$ cat config.mk
export PLATFORM = sky130hd
export DESIGN_NAME = length_align
export DESIGN_NICKNAME = d
export VERILOG_FILES = /design/src/rtl/euclid_pkg.sv /design/src/rtl/length_align_step.sv /design/src/rtl/length_align.sv
export SDC_FILE = /design/constraint.sdc
export NUM_CORES = 1
export LEC_CHECK = 0
export CORE_MARGIN = 2
export CORE_UTILIZATION = 52
export CTS_BUF_LIST = sky130_fd_sc_hd__clkbuf_2
export CTS_CLUSTER_SIZE = 24
export DETAILED_ROUTE_END_ITERATION = 10
export GPL_TIMING_DRIVEN = 0
export PLACE_DENSITY = 0.84
export SYNTH_ARGS = -nofsm -noshare
export SYNTH_HDL_FRONTEND = slang
export SYNTH_SLANG_ARGS = --single-unit
$ cat constraint.sdc
create_clock -name clk -period 3.6 [get_ports clk]
set_input_delay 0.54 -clock clk [delete_from_list [all_inputs] [get_ports clk]]
set_output_delay 0.54 -clock clk [all_outputs]
set_load 0.01 [all_outputs]
$ cat src/rtl/euclid_pkg.sv
// Shared definitions for the Euclidean datapath: FSM encoding, default widths, length legality.
// Latency: n/a (types and pure functions only).
// Backpressure: n/a.
package euclid_pkg;

  localparam int WIDTH_DEF = 32;
  localparam int LW_DEF    = 6;

  typedef enum logic [1:0] {
    ST_IDLE  = 2'd0,
    ST_SHIFT = 2'd1,
    ST_DONE  = 2'd2
  } align_state_e;

  // A request is legal when both lengths fit the operand width and the
  // target is not shorter than the operand (no right shifts are supported).
  function automatic logic len_legal(input int op_len, input int tgt_len, input int width);
    return (op_len <= width) && (tgt_len <= width) && (tgt_len >= op_len);
  endfunction

endpackage

$ cat src/rtl/length_align_step.sv
// One shift step of the aligner: applies min(rem, STEP) left shift with zero fill.
// Latency: combinational.
// Backpressure: none; the caller decides when to register the outputs.
// Ports: res_i/rem_i current value and remaining shift; res_o/rem_o after this step;
//        last_o high when this step consumes the remaining shift.
module length_align_step #(
  parameter int WIDTH = 32,
  parameter int LW    = 6,
  parameter int STEP  = 4
) (
  input  logic [WIDTH-1:0] res_i,
  input  logic [LW-1:0]    rem_i,
  output logic [WIDTH-1:0] res_o,
  output logic [LW-1:0]    rem_o,
  output logic             last_o
);

  localparam logic [LW-1:0] STEP_L = LW'(STEP);

  logic [LW-1:0] amt;

  assign amt    = (rem_i < STEP_L) ? rem_i : STEP_L;
  assign res_o  = res_i << amt;
  assign rem_o  = rem_i - amt;
  assign last_o = (rem_o == '0);

endmodule

$ cat src/rtl/length_align.sv
// Left-aligns an operand so its MSB sits at bit tgt_len-1, shifting at most STEP bits per cycle.
// Latency: out_valid first seen 1+ceil(d/STEP) cycles after accept (1 cycle for d==0 or illegal).
// Backpressure: one request in flight; result held in DONE until out_ready, in_ready low outside IDLE.
// Ports: clk/rst_n clock and async active-low reset; in_valid/in_ready/op/op_len/tgt_len request side;
//        out_valid/out_ready/result/shift_amt/err response side (err: illegal lengths, op passed through).
module length_align
  import euclid_pkg::*;
#(
  parameter int WIDTH = WIDTH_DEF,
  parameter int LW    = LW_DEF,   // 2**LW must exceed WIDTH
  parameter int STEP  = 4         // 1..WIDTH
) (
  input  logic             clk,
  input  logic             rst_n,
  input  logic             in_valid,
  output logic             in_ready,
  input  logic [WIDTH-1:0] op,
  input  logic [LW-1:0]    op_len,
  input  logic [LW-1:0]    tgt_len,
  output logic             out_valid,
  input  logic             out_ready,
  output logic [WIDTH-1:0] result,
  output logic [LW-1:0]    shift_amt,
  output logic             err
);

  align_state_e     state_q;
  logic [WIDTH-1:0] result_q;
  logic [LW-1:0]    shift_amt_q;
  logic [LW-1:0]    rem_q;
  logic             err_q;
  logic             in_ready_q;
  logic             out_valid_q;

  logic             accept;
  logic             req_legal;
  logic [LW-1:0]    diff;
  logic [WIDTH-1:0] result_step_d;
  logic [LW-1:0]    rem_step_d;
  logic             step_last;

  assign accept    = in_valid & in_ready_q;
  assign req_legal = len_legal(int'(op_len), int'(tgt_len), WIDTH);
  // Only meaningful when req_legal, which guarantees tgt_len >= op_len.
  assign diff      = tgt_len - op_len;

  length_align_step #(
    .WIDTH (WIDTH),
    .LW    (LW),
    .STEP  (STEP)
  ) u_step (
    .res_i  (result_q),
    .rem_i  (rem_q),
    .res_o  (result_step_d),
    .rem_o  (rem_step_d),
    .last_o (step_last)
  );

  always_ff @(posedge clk or negedge rst_n) begin
    if (!rst_n) begin
      state_q     <= ST_IDLE;
      result_q    <= '0;
      shift_amt_q <= '0;
      rem_q       <= '0;
      err_q       <= 1'b0;
      in_ready_q  <= 1'b0;
      out_valid_q <= 1'b0;
    end else begin
      case (state_q)
        ST_IDLE: begin
          if (accept) begin
            in_ready_q <= 1'b0;
            result_q   <= op;
            if (!req_legal) begin
              err_q       <= 1'b1;
              shift_amt_q <= '0;
              rem_q       <= '0;
              out_valid_q <= 1'b1;
              state_q     <= ST_DONE;
            end else begin
              err_q       <= 1'b0;
              shift_amt_q <= diff;
              rem_q       <= diff;
              if (diff == '0) begin
                out_valid_q <= 1'b1;
                state_q     <= ST_DONE;
              end else begin
                state_q <= ST_SHIFT;
              end
            end
          end else begin
            // Covers the first edge after reset release as well as idle cycles.
            in_ready_q <= 1'b1;
          end
        end

        ST_SHIFT: begin
          result_q <= result_step_d;
          rem_q    <= rem_step_d;
          if (step_last) begin
            out_valid_q <= 1'b1;
            state_q     <= ST_DONE;
          end
        end

        ST_DONE: begin
          // No accept in the same cycle: in_ready only returns on the next edge.
          if (out_ready) begin
            out_valid_q <= 1'b0;
            in_ready_q  <= 1'b1;
            state_q     <= ST_IDLE;
          end
        end

        default: begin
          state_q     <= ST_IDLE;
          in_ready_q  <= 1'b0;
          out_valid_q <= 1'b0;
        end
      endcase
    end
  end

  assign in_ready  = in_ready_q;
  assign out_valid = out_valid_q;
  assign result    = result_q;
  assign shift_amt = shift_amt_q;
  assign err       = err_q;

endmodule

# Word level (Yosys, flattened, before mapping)
# Index checks and enable logic that the tools add are counted.
dict set report word_totals {
  register_bits 49
  out_inout_bits 41
}
dict set report classes {
  add_sub_neg 2
  n_lt_le_gt_ge 4
  eq_ne 6
  n_shift 1
  n_mux 22
  n_bitwise 2
  reduce_logical 11
}
# cell n
set ops {}
lappend ops {{32-bit case mux with 2 select lines} 1}
lappend ops {{32-bit 2-to-1 mux} 1}
lappend ops {{32-bit by 6-bit left shift with 32-bit output} 1}
lappend ops {{6-bit 2-to-1 mux} 3}
lappend ops {{6-bit less-or-equal comparator (second input constant)} 2}
lappend ops {{6-bit logical NOT} 2}
lappend ops {{6-bit case mux with 2 select lines} 1}
lappend ops {{6-bit subtractor} 2}
lappend ops {{2-bit 2-to-1 mux} 5}
lappend ops {{1-bit 2-to-1 mux} 8}
lappend ops {{6-bit greater-or-equal comparator} 1}
lappend ops {{6-bit by 3-bit less-than comparator with 1-bit output (second input constant)} 1}
lappend ops {{2-bit != test (second input constant)} 3}
lappend ops {{1-bit case mux with 3 select lines} 2}
lappend ops {{2-bit case mux with 3 select lines} 1}
lappend ops {{2-bit AND reduction} 3}
lappend ops {{4-bit AND reduction} 1}
lappend ops {{3-bit != test (second input constant)} 1}
lappend ops {{3-bit AND reduction} 1}
lappend ops {{2-bit by 1-bit == test with 1-bit output (second input constant)} 1}
lappend ops {{2-bit == test (second input constant)} 1}
lappend ops {{1-bit logical AND} 2}
lappend ops {{2-bit logical NOT} 1}
lappend ops {{2-bit nonzero test} 1}
lappend ops {{2 further kinds} 2}

# Longest topological paths before layout
# Gate-level depths: netlist of the first run.
dict set report logic_depth {
  depth_word 6
  mapped_depth 12
  mapped_depth_nobuf 10
}

# By module
# A second synthesis of the first run with hierarchy kept.
dict set report unflattened {
  hier_cells 452
  hier_area_um2 3669.8
}
# module instances cells_each area_each_um2 seq_area_each_um2
set by_module_without_submodules {}
lappend by_module_without_submodules {length_align 1 289 2513.7 1226.2}
lappend by_module_without_submodules {length_align_step 1 163 1156.1 0.0}

# Worst setup path after synthesis of the first run
# OpenSTA, ideal clock, no wires.
dict set report synth_path {
  kind {reg2reg}
  startpoint {register rem_q[2]}
  endpoint {register out_valid_q (netlist: out_valid)}
  arrival_ns 2.599
  required_time_ns 3.475
  setup_slack_ns 0.876
  path_stages_with_launch 12
  path_buffers 3
  synth_period_minus_slack_ns 2.724
  path_cell_list {dfrtp_1 > buf_2 > or4_1 > clkbuf_1 > clkbuf_1 > nand2_1 > ha_1 > o21a_1 > o41ai_1 > a211oi_1 > o221a_2 > mux2_4}
}
dict set report synth_between {
  elab_chain_cells 6
}
# element line_no
set synth_lines {}
lappend synth_lines {{start: declaration} length_align.sv:30} ;# logic [LW-1:0] rem_q;
lappend synth_lines {{start signal: assignment} length_align.sv:83} ;# rem_q <= diff;
lappend synth_lines {{start signal: assignment} length_align.sv:99} ;# rem_q <= rem_step_d;
lappend synth_lines {{6-bit by 3-bit less-than comparator with 1-bit output} length_align_step.sv:22} ;# assign amt = (rem_i < STEP_L) ? rem_i : STEP_L;
lappend synth_lines {{6-bit 2-to-1 mux} length_align_step.sv:22}
lappend synth_lines {{6-bit subtractor *} length_align_step.sv:24} ;# assign rem_o = rem_i - amt;
lappend synth_lines {{6-bit logical NOT *} length_align_step.sv:25} ;# assign last_o = (rem_o == '0);
lappend synth_lines {{2-bit != test (no line) *} n/a}
lappend synth_lines {{4-bit AND reduction (no line) *} n/a}
lappend synth_lines {{end signal: assignment} length_align.sv:67} ;# out_valid_q <= 1'b0;
lappend synth_lines {{end signal: assignment} length_align.sv:78} ;# out_valid_q <= 1'b1;
lappend synth_lines {{end signal: assignment} length_align.sv:85} ;# out_valid_q <= 1'b1;
lappend synth_lines {{end: declaration} length_align.sv:33} ;# logic out_valid_q;
# Every way passes the cells marked *; elsewhere a longest branch is shown, timed or not.
# A chain may end at the register's enable or synchronous reset.

# Worst setup path in the final report of the first run
# Same ends and word-level chain as after synthesis.

==> results.yml, run 1 <==
floorplan:
  die_x_um: 87
  die_y_um: 87
  fp.coreArea_mm2: 0.00672
  die_area_mm2: 0.00757
  floorplan.rows: 30
  io_pins: 89
  start_util: 0.533
route:
  firstDrtPassIters: 6
  wl_per_cell_um: 19.1
  dr.first_iter.drc_count: 358
  vias: 3741
  post-route-drc-count: 0
  finalWirelength_um: 10900
  post_drt_via_cell_ratio: 6.53
  ant_nets: 0
cts:
  cts_root_buffer: "clkbuf_2"
  hold_buffers: 0
  insertion_delay_ps: 430
  h-tree-depth: 2
  clkSinkCount: 49
  cts_tree: "built"
  cts_setup_buffers: 0
  cts_resized: 0
  cts.reportedPaths.clkPinSlew_ps: 250
  cts-buffers-inserted: 5
  cts_buffer_depth: 2
power:
  p_leak_uw: 0.00188
  power_density_mw_per_mm2: 853
  vdd_drop_max_mv: 0.365
timing:
  fin_crit_sh: 0.952
  whs_ps: 49.6
  fin_crit_ps: 3430
  hold_violations: 0
  setup_tns_ps: 0
  slew-limit-headroom: 0.524
  maxSlewViolCount: 0
  rsz0062_at_grt: "false"
  fin_skew_ps: 33.2
  worstMarginPinSlew_ps: 708
  fmax_mhz: 292
  setup_viol_count_final: 0
setup_path:
  crit_path_end_kind: "flop"
  worstPathRequired_ps: 3920
  crit_fanout: 10
  start_kind: "flop"
  crit_type: "flop to flop"
  critical_path.startpoint: "rem_q[2]$_DFFE_PN0P_"
  critPathArrivalTime_ps: 3750
  r2r_start: "rem_q[2]$_DFFE_PN0P_"
placement:
  port_buffers: 88
  globalplace.congestion: 0.902
  dp_hpwl_um: 7980
layout:
  syn_to_final_growth_pct: 28.6
  final_nets: 550
  drive_above_1_share: 0.0892
  antenna_cells: 0
synthesis:
  synth_edf_count: 0
  yosysUniqueCellTypes: 58
  netlist_area_mm2: 0.00358
  yosysSeqAreaShare: 0.342
  synthCells: 398
  synth_seq_cells: 49
  avgSynthCellArea_um2: 9.00
  yosys_warnings: 0
  syn_nets: 454
  synthArstFlopShare: 1.00
  yosys_most_used_dff: "dfrtp_1"
grt:
  grt_usage: 0.297
  gr-total-overflow: 0
  grt_max_degree: 26
  grt_pass1_wl_um: 17700
  antenna_found_initial: 0
  grt_pass1_vias: 3514
min_path:
  hp-class: "input port to asynchronous set/reset pin"
run:
  maxCapViolations: 0
status:
  status: "finished, final reports clean"
final timing paths:
kind | slack [ps] | endpoint | cells after the start
max | 170 | out_valid$_DFFE_PN0P_ | 11
min | 50 | result[11]$_DFFE_PN0P_ | 1
max reg2reg | 170 | out_valid$_DFFE_PN0P_ | 11
min reg2reg | 540 | shift_amt[2]$_DFFE_PN0P_ | 2
max in group asynchronous | 3000 | result[23]$_DFFE_PN0P_ | 2
min in group clk | 540 | shift_amt[2]$_DFFE_PN0P_ | 2
layout by cell type, fill, tap and decap left out, types with 2 or more instances in the layout:
cell type / synthesis / layout
or4_1: 3 / 3
nor2b_1: 7 / 7
mux2i_1: 7 / 7
clkdlybuf4s50_1: 0 / 87
a22o_1: 3 / 3
clkbuf_1: 24 / 24
mux2_2: 2 / 2
o21ai_0: 13 / 13
a211oi_1: 12 / 12
ha_1: 7 / 7
a21o_1: 2 / 2
xnor2_1: 3 / 3
nor3_1: 5 / 5
or3_1: 2 / 2
o21a_1: 3 / 3
clkbuf_2: 0 / 5
a221oi_1: 2 / 2
a221o_1: 3 / 3
mux4_2: 20 / 20
a21boi_0: 3 / 3
and3_1: 4 / 4
a31oi_1: 7 / 7
a32oi_1: 21 / 21
inv_1: 12 / 12
dfrtp_1: 49 / 49
nand3_1: 6 / 6
a21oi_1: 32 / 32
buf_2: 7 / 8
nand2_1: 87 / 87
nor4_1: 2 / 2
nor2_1: 21 / 21
worst max-delay path, stage by stage, from the launching register on:
cell and delay, ps:
dfrtp_1 450, buf_2 230, or4_1 140, clkbuf_1 280, clkbuf_1 410, nand2_1 150, ha_1 270, o21a_1 190
o41ai_1 480, a211oi_1 120, o221a_2 310, mux2_4 300
per-stage QoR:
step                area [µm²]   util  instances  setup slack (ps)  power, µW
global route              4610  0.686        573              10.5       4210
finish                    4610  0.686        573               172       3930
floorplan                 3580      -        398               876       2690
CTS                       4610  0.686        573               256       3880
global placement          4560  0.679        566               371       3580
detailed placement        4580  0.681        567               330       3660
sequential cells by signal, summed over array words and instances (netlist names):
| signal | flops |
|---|---|
| rem_q | 6 |
| err | 1 |
| in_ready | 1 |
| result | 32 |
| out_valid | 1 |
| shift_amt | 6 |
| state_q | 2 |
cell usage after synthesis (all sizes together), types with 4 or more instances:
master,instances,share of area
a211oi,12,0.025
clkbuf,24,0.025
inv,12,0.013
o21ai,15,0.022
mux4,20,0.13
buf,8,0.011
mux2i,7,0.020
nor2,21,0.022
dfrtp,49,0.34
nor3,5,0.0070
ha,7,0.024
a21oi,32,0.045
nor2b,7,0.012
nand2,87,0.091
and3,4,0.0070
a31oi,7,0.012
nand3,7,0.011
a32oi,21,0.051
final cells by class:
| class | instances | area (µm²) |
|---|---|---|
| tap | 80 | 100 |
| inverter | 12 | 45.0 |
| buffer | 32 | 129 |
| fill | 556 | 2110 |
| clock inverter | 1 | 5.00 |
| multi-input combinational | 305 | 2180 |
| clock buffer | 5 | 25.0 |
| timing repair buffer | 89 | 896 |
| sequential | 49 | 1230 |
routing by layer:
metal,part of all wire,vias up,routed length [µm],GRT usage
li1,-,1676,-,-
met1,0.42,1789,4550,0.436
met2,0.47,244,5090,0.456
met3,0.10,32,1090,0.0502
met4,0.019,0,204,0.0824
met5,0,-,0,0
where the power goes:
group | total [µW] | switching, µW | internal, µW
clock network | 218 | 179 | 39.5
logic | 2480 | 1250 | 1230
registers | 1230 | 426 | 804
total | 3930 | 1860 | 2070
cells by family (layout without fill, tap and decap cells):
| family | after synthesis | count (layout) | share of synthesized area |
|---|---|---|---|
| mux | 30 | 30 | 0.156 |
| xor+xnor | 4 | 4 | 0.00978 |
| other cells | 1 | 1 | 0.00105 |
| fa+ha+maj | 8 | 8 | 0.0300 |
| simple gates | 147 | 147 | 0.188 |
| buf+inv | 44 | 139 | 0.0485 |
| flops | 49 | 49 | 0.342 |
| compound gates | 115 | 115 | 0.225 |
(Power assumes the default switching activity.)
==> run 2: changes to the inputs <==
--- a/config.mk
+++ b/config.mk
@@ -6,12 +6,12 @@
 export NUM_CORES = 1
 export LEC_CHECK = 0
 export CORE_MARGIN = 2
-export CORE_UTILIZATION = 52
+export CORE_UTILIZATION = 55
 export CTS_BUF_LIST = sky130_fd_sc_hd__clkbuf_2
 export CTS_CLUSTER_SIZE = 24
 export DETAILED_ROUTE_END_ITERATION = 10
 export GPL_TIMING_DRIVEN = 0
-export PLACE_DENSITY = 0.84
+export PLACE_DENSITY = 0.88
 export SYNTH_ARGS = -nofsm -noshare
 export SYNTH_HDL_FRONTEND = slang
 export SYNTH_SLANG_ARGS = --single-unit
==> constraint.sdc (replaced) <==
create_clock -name clk -period 4 [get_ports clk]
set_input_delay 0.6 -clock clk [delete_from_list [all_inputs] [get_ports clk]]
set_output_delay 0.6 -clock clk [all_outputs]
set_load 0.01 [all_outputs]
==> run 2 against run 1 <==
Net effect: worst hold slack better by 64 ps; register-to-register slack better by 380 ps; cell count down 0.52%; sequential share of layout area about the same; clock power down 11%; die area down 5.2%; routed wire length up 1.2%; largest power group unchanged.
==> results.yml, run 2 (synthesis results as in run 1) <==
cts:
  cts-buffers-inserted: 5
  hold_buffers: 0
  insertion_delay_ps: 440
  cts_root_buffer: "clkbuf_2"
  cts_setup_buffers: 0
  cts_resized: 0
  cts.reportedPaths.clkPinSlew_ps: 240
  cts_tree: "built"
  cts_buffer_depth: 2
  clkSinkCount: 49
  h-tree-depth: 2
grt:
  antenna_found_initial: 0
  grt_pass1_vias: 3715
  grt_max_degree: 28
  grt_usage: 0.312
  gr-total-overflow: 0
  grt_pass1_wl_um: 18200
setup_path:
  worstPathRequired_ps: 4340
  r2r_start: "rem_q[2]$_DFFE_PN0P_"
  start_kind: "flop"
  crit_path_end_kind: "flop"
  crit_fanout: 10
  critical_path.startpoint: "rem_q[2]$_DFFE_PN0P_"
  crit_type: "flop to flop"
  critPathArrivalTime_ps: 3780
route:
  wl_met2_um: 5220
  dr.first_iter.drc_count: 365
  vias: 3825
  highest_layer: "met4"
  wl_per_cell_um: 19.4
  ant_nets: 0
  dr_wl_met3_um: 1200
  wl_met1_um: 4360
  firstDrtPassIters: 5
  finalWirelength_um: 11100
  post_drt_via_cell_ratio: 6.71
  post-route-drc-count: 0
power:
  vdd_drop_max_mv: 0.453
  p_clk_frac: 0.055
  switching_share: 0.473
  p_int_uw: 1870
  switchingPower_uw: 1680
  p_leak_uw: 0.00188
  p_total_uw: 3550
  p_seq_frac: 0.312
  power_density_mw_per_mm2: 770
  p_comb_frac: 0.634
layout:
  layoutNonFillerInstCount: 570
  syn_to_final_growth_pct: 28.5
  num-fill-cells: 485
  largest_reg_flops: 32
  drive_above_1_share: 0.0892
  final_nets: 550
  antenna_cells: 0
  layout_common_cells: "nand2_1, clkdlybuf4s50_1, dfrtp_1"
status:
  status: "finished, final reports clean"
floorplan:
  io_pins: 89
  floorplan.rows: 29
  die_area_mm2: 0.00717
  start_util: 0.567
  fp.coreArea_mm2: 0.00631
  die_x_um: 84.7
  die_y_um: 84.7
min_path:
  hp-class: "input port to asynchronous set/reset pin"
placement:
  globalplace.congestion: 0.892
  dp.cells: 564
  dp_hpwl_um: 8180
  port_buffers: 88
timing:
  setup_viol_count_final: 0
  fin_crit_ps: 3440
  maxSlewViolCount: 0
  fmax_mhz: 290
  hold_violations: 0
  worstMarginPinSlew_ps: 701
  rsz0062_at_grt: "false"
  slew-limit-headroom: 0.529
  fin_skew_ps: 25.9
  fin_crit_sh: 0.861
  setup_tns_ps: 0
run:
  maxCapViolations: 0
## run 2: cell counts in the layout (fill, tap and decap cells not counted)
No cell type changed its count.
## run 2: critical path, cell delays in order, from the launching register on
cell      delay [ps]
dfrtp_1          450
buf_2            230
or4_1            130
clkbuf_1         250
clkbuf_1         410
nand2_1          110
ha_1             260
o21a_1           200
o21ai_0          210
o41ai_1          160
a211oi_1         330
o221a_2          300
mux2_4           300
## run 2: layout make-up
type / instances / area (µm²) / share of cell area
Clock inverter: 1 / 5.00 / 0.00109
Multi-Input combinational cell: 305 / 2180 / 0.474
Clock buffer: 5 / 25.0 / 0.00543
Tap cell: 77 / 96.3 / 0.0209
Buffer: 32 / 129 / 0.0280
Sequential cell: 49 / 1230 / 0.266
Timing Repair Buffer: 89 / 896 / 0.195
Inverter: 12 / 45.0 / 0.00978
## run 2: worst paths after layout
path / end / slack [ps] / cells after the start
setup reg to reg: out_valid$_DFFE_PN0P_ / 560 / 12
max in group asynchronous: shift_amt[0]$_DFFE_PN0P_ / 3330 / 2
hold / removal: err$_DFFE_PN0P_ / 110 / 1
min in group clk: shift_amt[2]$_DFFE_PN0P_ / 530 / 2
hold reg to reg: shift_amt[2]$_DFFE_PN0P_ / 530 / 2
setup / recovery: out_valid$_DFFE_PN0P_ / 560 / 12
## run 2: through the flow
| stage | hold WS [ps] | setup slack, ps | area [µm²] | util |
|---|---|---|---|---|
| after floorplan | 304 | 1280 | 3580 | - |
| after global placement | 471 | 778 | 4560 | 0.722 |
| after detailed placement | 483 | 753 | 4570 | 0.725 |
| after CTS | 119 | 681 | 4600 | 0.729 |
| after global routing | 122 | 470 | 4600 | 0.729 |
| final | 114 | 556 | 4600 | 0.729 |
## run 2: per-layer routing
layer / GRT usage / vias up
met5: 0 / -
met4: 0.0996 / 0
met3: 0.0374 / 40
met2: 0.499 / 288
met1: 0.449 / 1821
li1: - / 1676
## run 2: power groups by stage
stage          logic [µW]  clock network (µW)  registers [µW]
2_1_floorplan        1360                   0            1060
3_3_place_gp         2130                   0            1080
3_5_place_dp         2210                   0            1090
4_1_cts              2220                 194            1080
5_1_grt              2450                 210            1130
6_report             2250                 195            1110
